==> src/rtl/ifd_pkg.sv <==
// Shared types and constants for the instruction fetch/decode sequencer.
//   ifd_state_t : sequencer states
//   op_t        : 2-bit opcode meanings (unknown encodings never occur, all four are named)
//   *_MSB/*_LSB : instruction field positions
//   HALT_WORD   : instruction word that stops execution when IFD_HALT_OPCODE_EN is defined
package ifd_pkg;

    typedef enum logic [2:0] {
        ST_IDLE,
        ST_INIT,
        ST_FETCH,
        ST_ISSUE,
        ST_HALT
    } ifd_state_t;

    typedef enum logic [1:0] {
        OP_AND = 2'b00,
        OP_OR  = 2'b01,
        OP_ADD = 2'b10,
        OP_XOR = 2'b11
    } op_t;

    localparam int OP_MSB = 7;
    localparam int OP_LSB = 6;
    localparam int RD_MSB = 5;
    localparam int RD_LSB = 3;
    localparam int RS_MSB = 2;
    localparam int RS_LSB = 0;

    localparam logic [7:0] HALT_WORD = 8'hFF;

endpackage

==> src/rtl/instr_fetch_decode_if.sv <==
// Bus bundle between the fetch/decode sequencer and its surroundings.
//   run                          : start pulse
//   imem_addr / imem_data        : instruction ROM read port
//   init_we/init_waddr/init_wdata: register-file preload write
//   iss_valid/iss_ready/op/rd/rs : decoded instruction handshake to execute stage
//   busy / done                  : status
// master = the sequencer, slave = the environment (ROM, register file, ALU).
interface instr_fetch_decode_if #(
    parameter int ADDR_W  = 4,
    parameter int INSTR_W = 8
);
    logic               run;
    logic [ADDR_W-1:0]  imem_addr;
    logic [INSTR_W-1:0] imem_data;
    logic               init_we;
    logic [2:0]         init_waddr;
    logic [INSTR_W-1:0] init_wdata;
    logic               iss_valid;
    logic               iss_ready;
    logic [1:0]         iss_op;
    logic [2:0]         iss_rd;
    logic [2:0]         iss_rs;
    logic               busy;
    logic               done;

    modport master (
        input  run, imem_data, iss_ready,
        output imem_addr, init_we, init_waddr, init_wdata,
               iss_valid, iss_op, iss_rd, iss_rs, busy, done
    );

    modport slave (
        output run, imem_data, iss_ready,
        input  imem_addr, init_we, init_waddr, init_wdata,
               iss_valid, iss_op, iss_rd, iss_rs, busy, done
    );
endinterface

==> src/rtl/ifd_decode.sv <==
// Combinational instruction slicer: IR -> opcode / rd / rs.
//   ir : instruction word
//   op : opcode field
//   rd : destination (and source A) register
//   rs : source B register
module ifd_decode
    import ifd_pkg::*;
#(
    parameter int INSTR_W = 8
) (
    input  logic [INSTR_W-1:0] ir,
    output op_t                op,
    output logic [2:0]         rd,
    output logic [2:0]         rs
);
    assign op = op_t'(ir[OP_MSB:OP_LSB]);
    assign rd = ir[RD_MSB:RD_LSB];
    assign rs = ir[RS_MSB:RS_LSB];
endmodule

==> src/rtl/instr_fetch_decode.sv <==
// Instruction ROM reader: streams the first NUM_INIT words out as register
// preload writes, then fetches, decodes and issues the remaining words over a
// valid/ready handshake at up to one instruction per cycle.
// Ports:
//   clk, rst : clock, synchronous active-high reset
//   bus      : instr_fetch_decode_if.master (ROM port, preload port, issue
//              handshake, busy/done)
// Optional: define IFD_HALT_OPCODE_EN to make a fetched HALT_WORD stop
// execution instead of being issued.
module instr_fetch_decode
    import ifd_pkg::*;
#(
    parameter int ADDR_W   = 4,
    parameter int INSTR_W  = 8,
    parameter int NUM_INIT = 8
) (
    input  logic                   clk,
    input  logic                   rst,
    instr_fetch_decode_if.master   bus
);
    // Zero preload words skips INIT; a preload covering the whole ROM leaves nothing to run.
    localparam ifd_state_t START_ST  = (NUM_INIT == 0) ? ST_FETCH : ST_INIT;
    localparam ifd_state_t INIT_EXIT = (NUM_INIT == 2**ADDR_W) ? ST_HALT : ST_FETCH;

    ifd_state_t         state, state_nxt;
    logic [ADDR_W-1:0]  pc;
    logic [INSTR_W-1:0] ir;
    logic               last;
    logic               handshake;
    logic               at_last;
    logic               init_end;
    logic               halt_word;
    logic               iss_valid;
    op_t                dec_op;
    logic [2:0]         dec_rd;
    logic [2:0]         dec_rs;

    assign handshake = (state == ST_ISSUE) && bus.iss_ready;
    assign at_last   = &pc;
    assign init_end  = (int'(pc) == NUM_INIT - 1);

`ifdef IFD_HALT_OPCODE_EN
    assign halt_word = (bus.imem_data == INSTR_W'(HALT_WORD));
`else
    assign halt_word = 1'b0;
`endif

    always_ff @(posedge clk) begin
        if (rst) state <= ST_IDLE;
        else     state <= state_nxt;
    end

    always_comb begin
        state_nxt = state;
        case (state)
            ST_IDLE, ST_HALT: if (bus.run) state_nxt = START_ST;
            ST_INIT:          if (init_end) state_nxt = INIT_EXIT;
            ST_FETCH:         state_nxt = halt_word ? ST_HALT : ST_ISSUE;
            ST_ISSUE:         if (handshake && (last || halt_word)) state_nxt = ST_HALT;
            default:          state_nxt = ST_IDLE;
        endcase
    end

    // pc returns to 0 whenever we stop, so HALT always presents address 0
    // and a restart preloads from the top of the ROM.
    always_ff @(posedge clk) begin
        if (rst) begin
            pc   <= '0;
            last <= 1'b0;
        end else begin
            case (state)
                ST_INIT:  pc <= pc + 1'b1;
                ST_FETCH: begin
                    last <= at_last;
                    pc   <= halt_word ? '0 : pc + 1'b1;
                end
                ST_ISSUE: begin
                    if (handshake) begin
                        if (last || halt_word) begin
                            pc <= '0;
                        end else begin
                            last <= at_last;
                            pc   <= pc + 1'b1;
                        end
                    end
                end
                default:  pc <= '0;
            endcase
        end
    end

    // IR is pure data; the issue outputs are masked by valid so it needs no reset.
    always_ff @(posedge clk) begin
        if ((state == ST_FETCH) || (handshake && !last)) ir <= bus.imem_data;
    end

    ifd_decode #(.INSTR_W(INSTR_W)) u_decode (
        .ir (ir),
        .op (dec_op),
        .rd (dec_rd),
        .rs (dec_rs)
    );

    assign iss_valid      = (state == ST_ISSUE);
    assign bus.imem_addr  = pc;
    assign bus.init_we    = (state == ST_INIT);
    assign bus.init_waddr = bus.init_we ? 3'(pc) : 3'b000;
    assign bus.init_wdata = bus.init_we ? bus.imem_data : '0;
    assign bus.iss_valid  = iss_valid;
    assign bus.iss_op     = iss_valid ? 2'(dec_op) : 2'b00;
    assign bus.iss_rd     = iss_valid ? dec_rd : 3'b000;
    assign bus.iss_rs     = iss_valid ? dec_rs : 3'b000;
    assign bus.busy       = (state == ST_INIT) || (state == ST_FETCH) || (state == ST_ISSUE);
    assign bus.done       = (state == ST_HALT);

endmodule
==> src/flat_wrapper.sv <==
// flat-port wrapper written by rule: the top's interface ports become plain ports
module instr_fetch_decode_flat import ifd_pkg::*;
#(
    parameter int ADDR_W   = 4,
    parameter int INSTR_W  = 8,
    parameter int NUM_INIT = 8
)
  (clk, rst, bus_run, bus_imem_data, bus_iss_ready, bus_imem_addr, bus_init_we, bus_init_waddr, bus_init_wdata, bus_iss_valid, bus_iss_op, bus_iss_rd, bus_iss_rs, bus_busy, bus_done);
  instr_fetch_decode_if #(.ADDR_W(ADDR_W), .INSTR_W(INSTR_W)) bus_i ();
  input  logic clk;
  input  logic rst;
  input wire logic [$bits(bus_i.run)-1:0] bus_run;
  input wire logic [$bits(bus_i.imem_data)-1:0] bus_imem_data;
  input wire logic [$bits(bus_i.iss_ready)-1:0] bus_iss_ready;
  output wire logic [$bits(bus_i.imem_addr)-1:0] bus_imem_addr;
  output wire logic [$bits(bus_i.init_we)-1:0] bus_init_we;
  output wire logic [$bits(bus_i.init_waddr)-1:0] bus_init_waddr;
  output wire logic [$bits(bus_i.init_wdata)-1:0] bus_init_wdata;
  output wire logic [$bits(bus_i.iss_valid)-1:0] bus_iss_valid;
  output wire logic [$bits(bus_i.iss_op)-1:0] bus_iss_op;
  output wire logic [$bits(bus_i.iss_rd)-1:0] bus_iss_rd;
  output wire logic [$bits(bus_i.iss_rs)-1:0] bus_iss_rs;
  output wire logic [$bits(bus_i.busy)-1:0] bus_busy;
  output wire logic [$bits(bus_i.done)-1:0] bus_done;
  assign bus_i.run = bus_run;
  assign bus_i.imem_data = bus_imem_data;
  assign bus_i.iss_ready = bus_iss_ready;
  assign bus_imem_addr = bus_i.imem_addr;
  assign bus_init_we = bus_i.init_we;
  assign bus_init_waddr = bus_i.init_waddr;
  assign bus_init_wdata = bus_i.init_wdata;
  assign bus_iss_valid = bus_i.iss_valid;
  assign bus_iss_op = bus_i.iss_op;
  assign bus_iss_rd = bus_i.iss_rd;
  assign bus_iss_rs = bus_i.iss_rs;
  assign bus_busy = bus_i.busy;
  assign bus_done = bus_i.done;
  instr_fetch_decode #(.ADDR_W(ADDR_W), .INSTR_W(INSTR_W), .NUM_INIT(NUM_INIT)) u_core (.clk(clk), .rst(rst), .bus(bus_i));
endmodule
==> config.mk <==
export PLATFORM = sky130hd
export DESIGN_NAME = instr_fetch_decode_flat
export DESIGN_NICKNAME = d
export VERILOG_FILES = /design/src/rtl/ifd_pkg.sv /design/src/rtl/instr_fetch_decode_if.sv /design/src/rtl/ifd_decode.sv /design/src/rtl/instr_fetch_decode.sv /design/src/flat_wrapper.sv
export SDC_FILE = /design/constraint.sdc
export NUM_CORES = 1
export LEC_CHECK = 0
export CAP_MARGIN = 20
export CORE_MARGIN = 2
export CORE_UTILIZATION = 40
export DETAILED_ROUTE_END_ITERATION = 8
export PLACE_DENSITY = 0.8
export SLEW_MARGIN = 20
export SYNTH_ARGS = -nofsm -noshare
export SYNTH_HDL_FRONTEND = slang
export SYNTH_SLANG_ARGS = --single-unit
==> constraint.sdc <==
create_clock -name clk -period 1.9 [get_ports clk]
set_input_delay 0.285 -clock clk [delete_from_list [all_inputs] [get_ports clk]]
set_output_delay 0.285 -clock clk [all_outputs]
set_load 0.05 [all_outputs]
==> metrics.md, run 1 <==
| Metric | Value |
|---|---|
| Run status | `completed` |
| Io pins | `39` |
| Global-route wire length before repair | `between 4000 and 5000 µm` |
| Total track usage | `21.3%` |
| Final wirelength | `~2400 µm` |
| H-tree levels | `1` |
| Peak supply drop | `0.666 mV` |
| Syn-to-layout area delta | `80.6%` |
| Worst-Margin Slew | `between 0.5 and 0.6 ns` |
| Hold Path End | `u_core.ir[5]` |
| Drt via density | `5.31` |
| Setup violators final | `0` |
| Post-Layout Inst Area | `0.00156 mm²` |
| Fin. max-slew vios | `0` |
| Commonest non-fill, non-tap cell in the layout | `buf_12` |
| Initial Util | `around 43%` |
| Reg2reg path depth | `4` |
| # DRC | `0` |
| ANT nets after route | `0` |
| Clk root buf | `clkbuf_4` |
| Post-detail-place hpwl | `between 1500 and 2000 µm` |
| CP peak stage delay | `slightly above 0.8 ns` |
| DR vias | `about 800` |
| Largest net degree at the start of global routing | `14` |
| Leakage power | `around 0.64 nW` |
| Critical R2R Launch | `u_core.state[2]` |
| Mapped Area | `862 µm²` |
| Power per cell area | `836 mW/mm²` |
| Initial DRC count | `26` |
| Num rows | `16` |
| Final worst slack | `about 0.067 ns` |
| Critical path cell sequence | `clkdlybuf4s50_1` |
| Setup TNS | `0 ns` |
| Sequential fraction of the synthesis area | `46.4%` |
| Max cap viols | `0` |
| Max Clk Rate | `between 500 and 600 MHz` |
| # placed instances | `150` |
| Critical path startpoint category | `register` |
| Total gr overflow | `0` |
| Worst r2r dst | `u_core.state[1]` |
| CTS Sinks | `16` |
| Most frequent cells in the layout | `buf_12 (23), clkdlybuf4s50_1 (14), and2_1 (13)` |
| Reg2reg setup slack | `roughly 0.38 ns` |
| Synth warn | `0` |
| CTS tree | `done` |
| Share of layout cells above drive strength 1 | `30.7%` |
| Crit Path Max Fanout | `5` |
| Synth Net Count | `99` |
| Initial antenna violation count | `0` |
| Post-synth EDFFs | `8` |
| DP Area | `between 0.0015 and 0.002 mm²` |
| Crit Path Category | `register to output port` |
| # diodes | `0` |
| Min Tclk post-route | `1.83 ns` |
| Hold Startpoint | `bus_imem_data[5]` |
| Number of global-route vias before repair | `809` |
| Port bufs | `38` |
| Arr. time, crit path | `1.55 ns` |
| TritonRoute pass-1 iters | `5` |
| Worst-Skew Late Latency | `between 0.2 and 0.3 ns` |
| Routability cong. | `~0.86` |
| Num CTS Buffers | `3` |
| Critical Path Slowest Stage Cell | `clkdlybuf4s50_1` |
| Die area | `between 0.002 and 0.003 mm²` |
| WP data required | `1.62 ns` |
| CP endpoint kind | `output port` |
| Clk_skew | `between 0.0007 and 0.0008 ns` |
| Clock buffer depth | `2` |
| Die height | `between 50 and 60 µm` |
| Final cell count without fillers | `about 150` |
| Hold Path Class | `primary input to register` |
| Fin crit share | `between 90% and 100%` |
| Routed len/inst | `between 15 and 20 µm` |
| Dpl ws | `between 0.15 and 0.2 ns` |
| Primary FF master, synth | `edfxtp_1` |
| CTS clk-pin slew, worst paths | `about 0.1 ns` |
| Flop and latch count out of synthesis | `16` |
| Worst path bufs/invs | `1` |
| Slew HR | `between 60% and 70%` |
| Post-synthesis average cell area | `between 10 and 15 µm²` |
| Final hold violations | `0` |
| Mapped Cells | `86` |
| Core Box Area | `around 0.0020 mm²` |
| FFs w/ async S/R, synth | `0%` |
| Hold Path Depth | `1` |
| Die X-Extent | `50.4 µm` |
| Top delay family on crit path | `buffers and inverters` |
| Post-synth cell types | `32` |
| Final nets | `approximately 140` |
==> cells in the mapped netlist, types with 3 or more instances <==
library cell	count	share of area (%)
edfxtp_1	8	28
nand2b_1	5	3.6
nor2_1	5	2.2
o21ai_0	3	1.7
and2_1	13	9.4
buf_2	3	1.7
mux2i_1	3	3.5
and3_1	8	5.8
dfxtp_1	8	19
==> area by class of cell <==
type	instances	area, µm²
fillers	119	445
flip-flops and latches	16	402
well taps	27	33.8
clock buffers	4	36.3
multi-input cells	62	423
inverters	2	7.51
repair buffers	43	654
==> power by group <==
part	leakage (nW)	internal, W	switching [W]	total [W]
sequential	0.137	0.000377	0.0000346	0.000412
combinational	0.478	0.000307	0.000354	0.000661
clock	0.0210	0.000117	0.000112	0.000229
==> registers in the layout (all words and copies together) (netlist names) <==
signal,count
u_core.ir,8
u_core.bus.imem_addr,4
u_core.state,3
u_core.last,1
==> worst register-to-register path, cell delays in order, from the launching register on <==
cell,delay [ns]
dfxtp_1,0.59
nor4bb_1,0.12
buf_4,0.18
a211o_1,0.32
o21a_1,0.21
==> per-layer routing <==
metal	GRT usage (%)	wire, µm	vias up
li1	-	-	392
met1	26.7	1010	378
met2	37.1	1190	38
met3	2.68	142	9
met4	8.11	69	0
met5	0	0	-
==> cells by family after synthesis <==
| logic type | synth area share [%] |
|---|---|
| compound gates | 10.6 |
| xor+xnor | 1.02 |
| fa+ha+maj | 1.45 |
| buf+inv | 4.79 |
| flops | 46.4 |
| mux | 3.48 |
| simple gates | 32.2 |
==> how the worst max path moves through the flow <==
| stage | startpoint | to | slack, ns | depth (start not counted) |
|---|---|---|---|---|
| 2_1_floorplan | u_core.state[1] | bus_init_waddr[0] | 0.13 | 4 |
| 3_3_place_gp | bus_iss_ready | u_core.state[1] | 0.25 | 5 |
| 3_5_place_dp | bus_iss_ready | u_core.state[1] | 0.17 | 5 |
| 4_1_cts | u_core.state[2] | bus_iss_rd[2] | 0.005 | 3 |
| 5_1_grt | u_core.state[1] | bus_init_wdata[1] | -0.002 | 5 |
| 6_report | u_core.bus.imem_addr[3] | bus_imem_addr[3] | 0.07 | 1 |
==> metrics by stage <==
stage / hold slack (ns) / total power, W / util, %
finish: 0.559 / 0.00130 / 77.8
global route: 0.554 / 0.00136 / 77.8
CTS: 0.555 / 0.00130 / 77.3
detailed placement: 0.537 / 0.00107 / 75.4
global placement: 0.520 / 0.00106 / 75.4
floorplan: 0.354 / 0.000755 / -
==> what timing repair did <==
| action | CTS | global route |
|---|---|---|
| gates resized for setup | 1 | 3 |
| hold buffers | 0 | 0 |
| endpoints found under the setup margin | 11 | 18 |
| cloned | 0 | 0 |
| setup buffers | 0 | 0 |
Note: power is estimated with default switching activity, not from simulation.
==> inputs of run 2 (changes only) <==
Settings changed: CTS_BUF_LIST set to sky130_fd_sc_hd__clkbuf_4 sky130_fd_sc_hd__clkbuf_8 sky130_fd_sc_hd__clkbuf_16.
==> results of run 2 <==
Same layout as run 1: the final DEF is identical, and so are final timing and power.
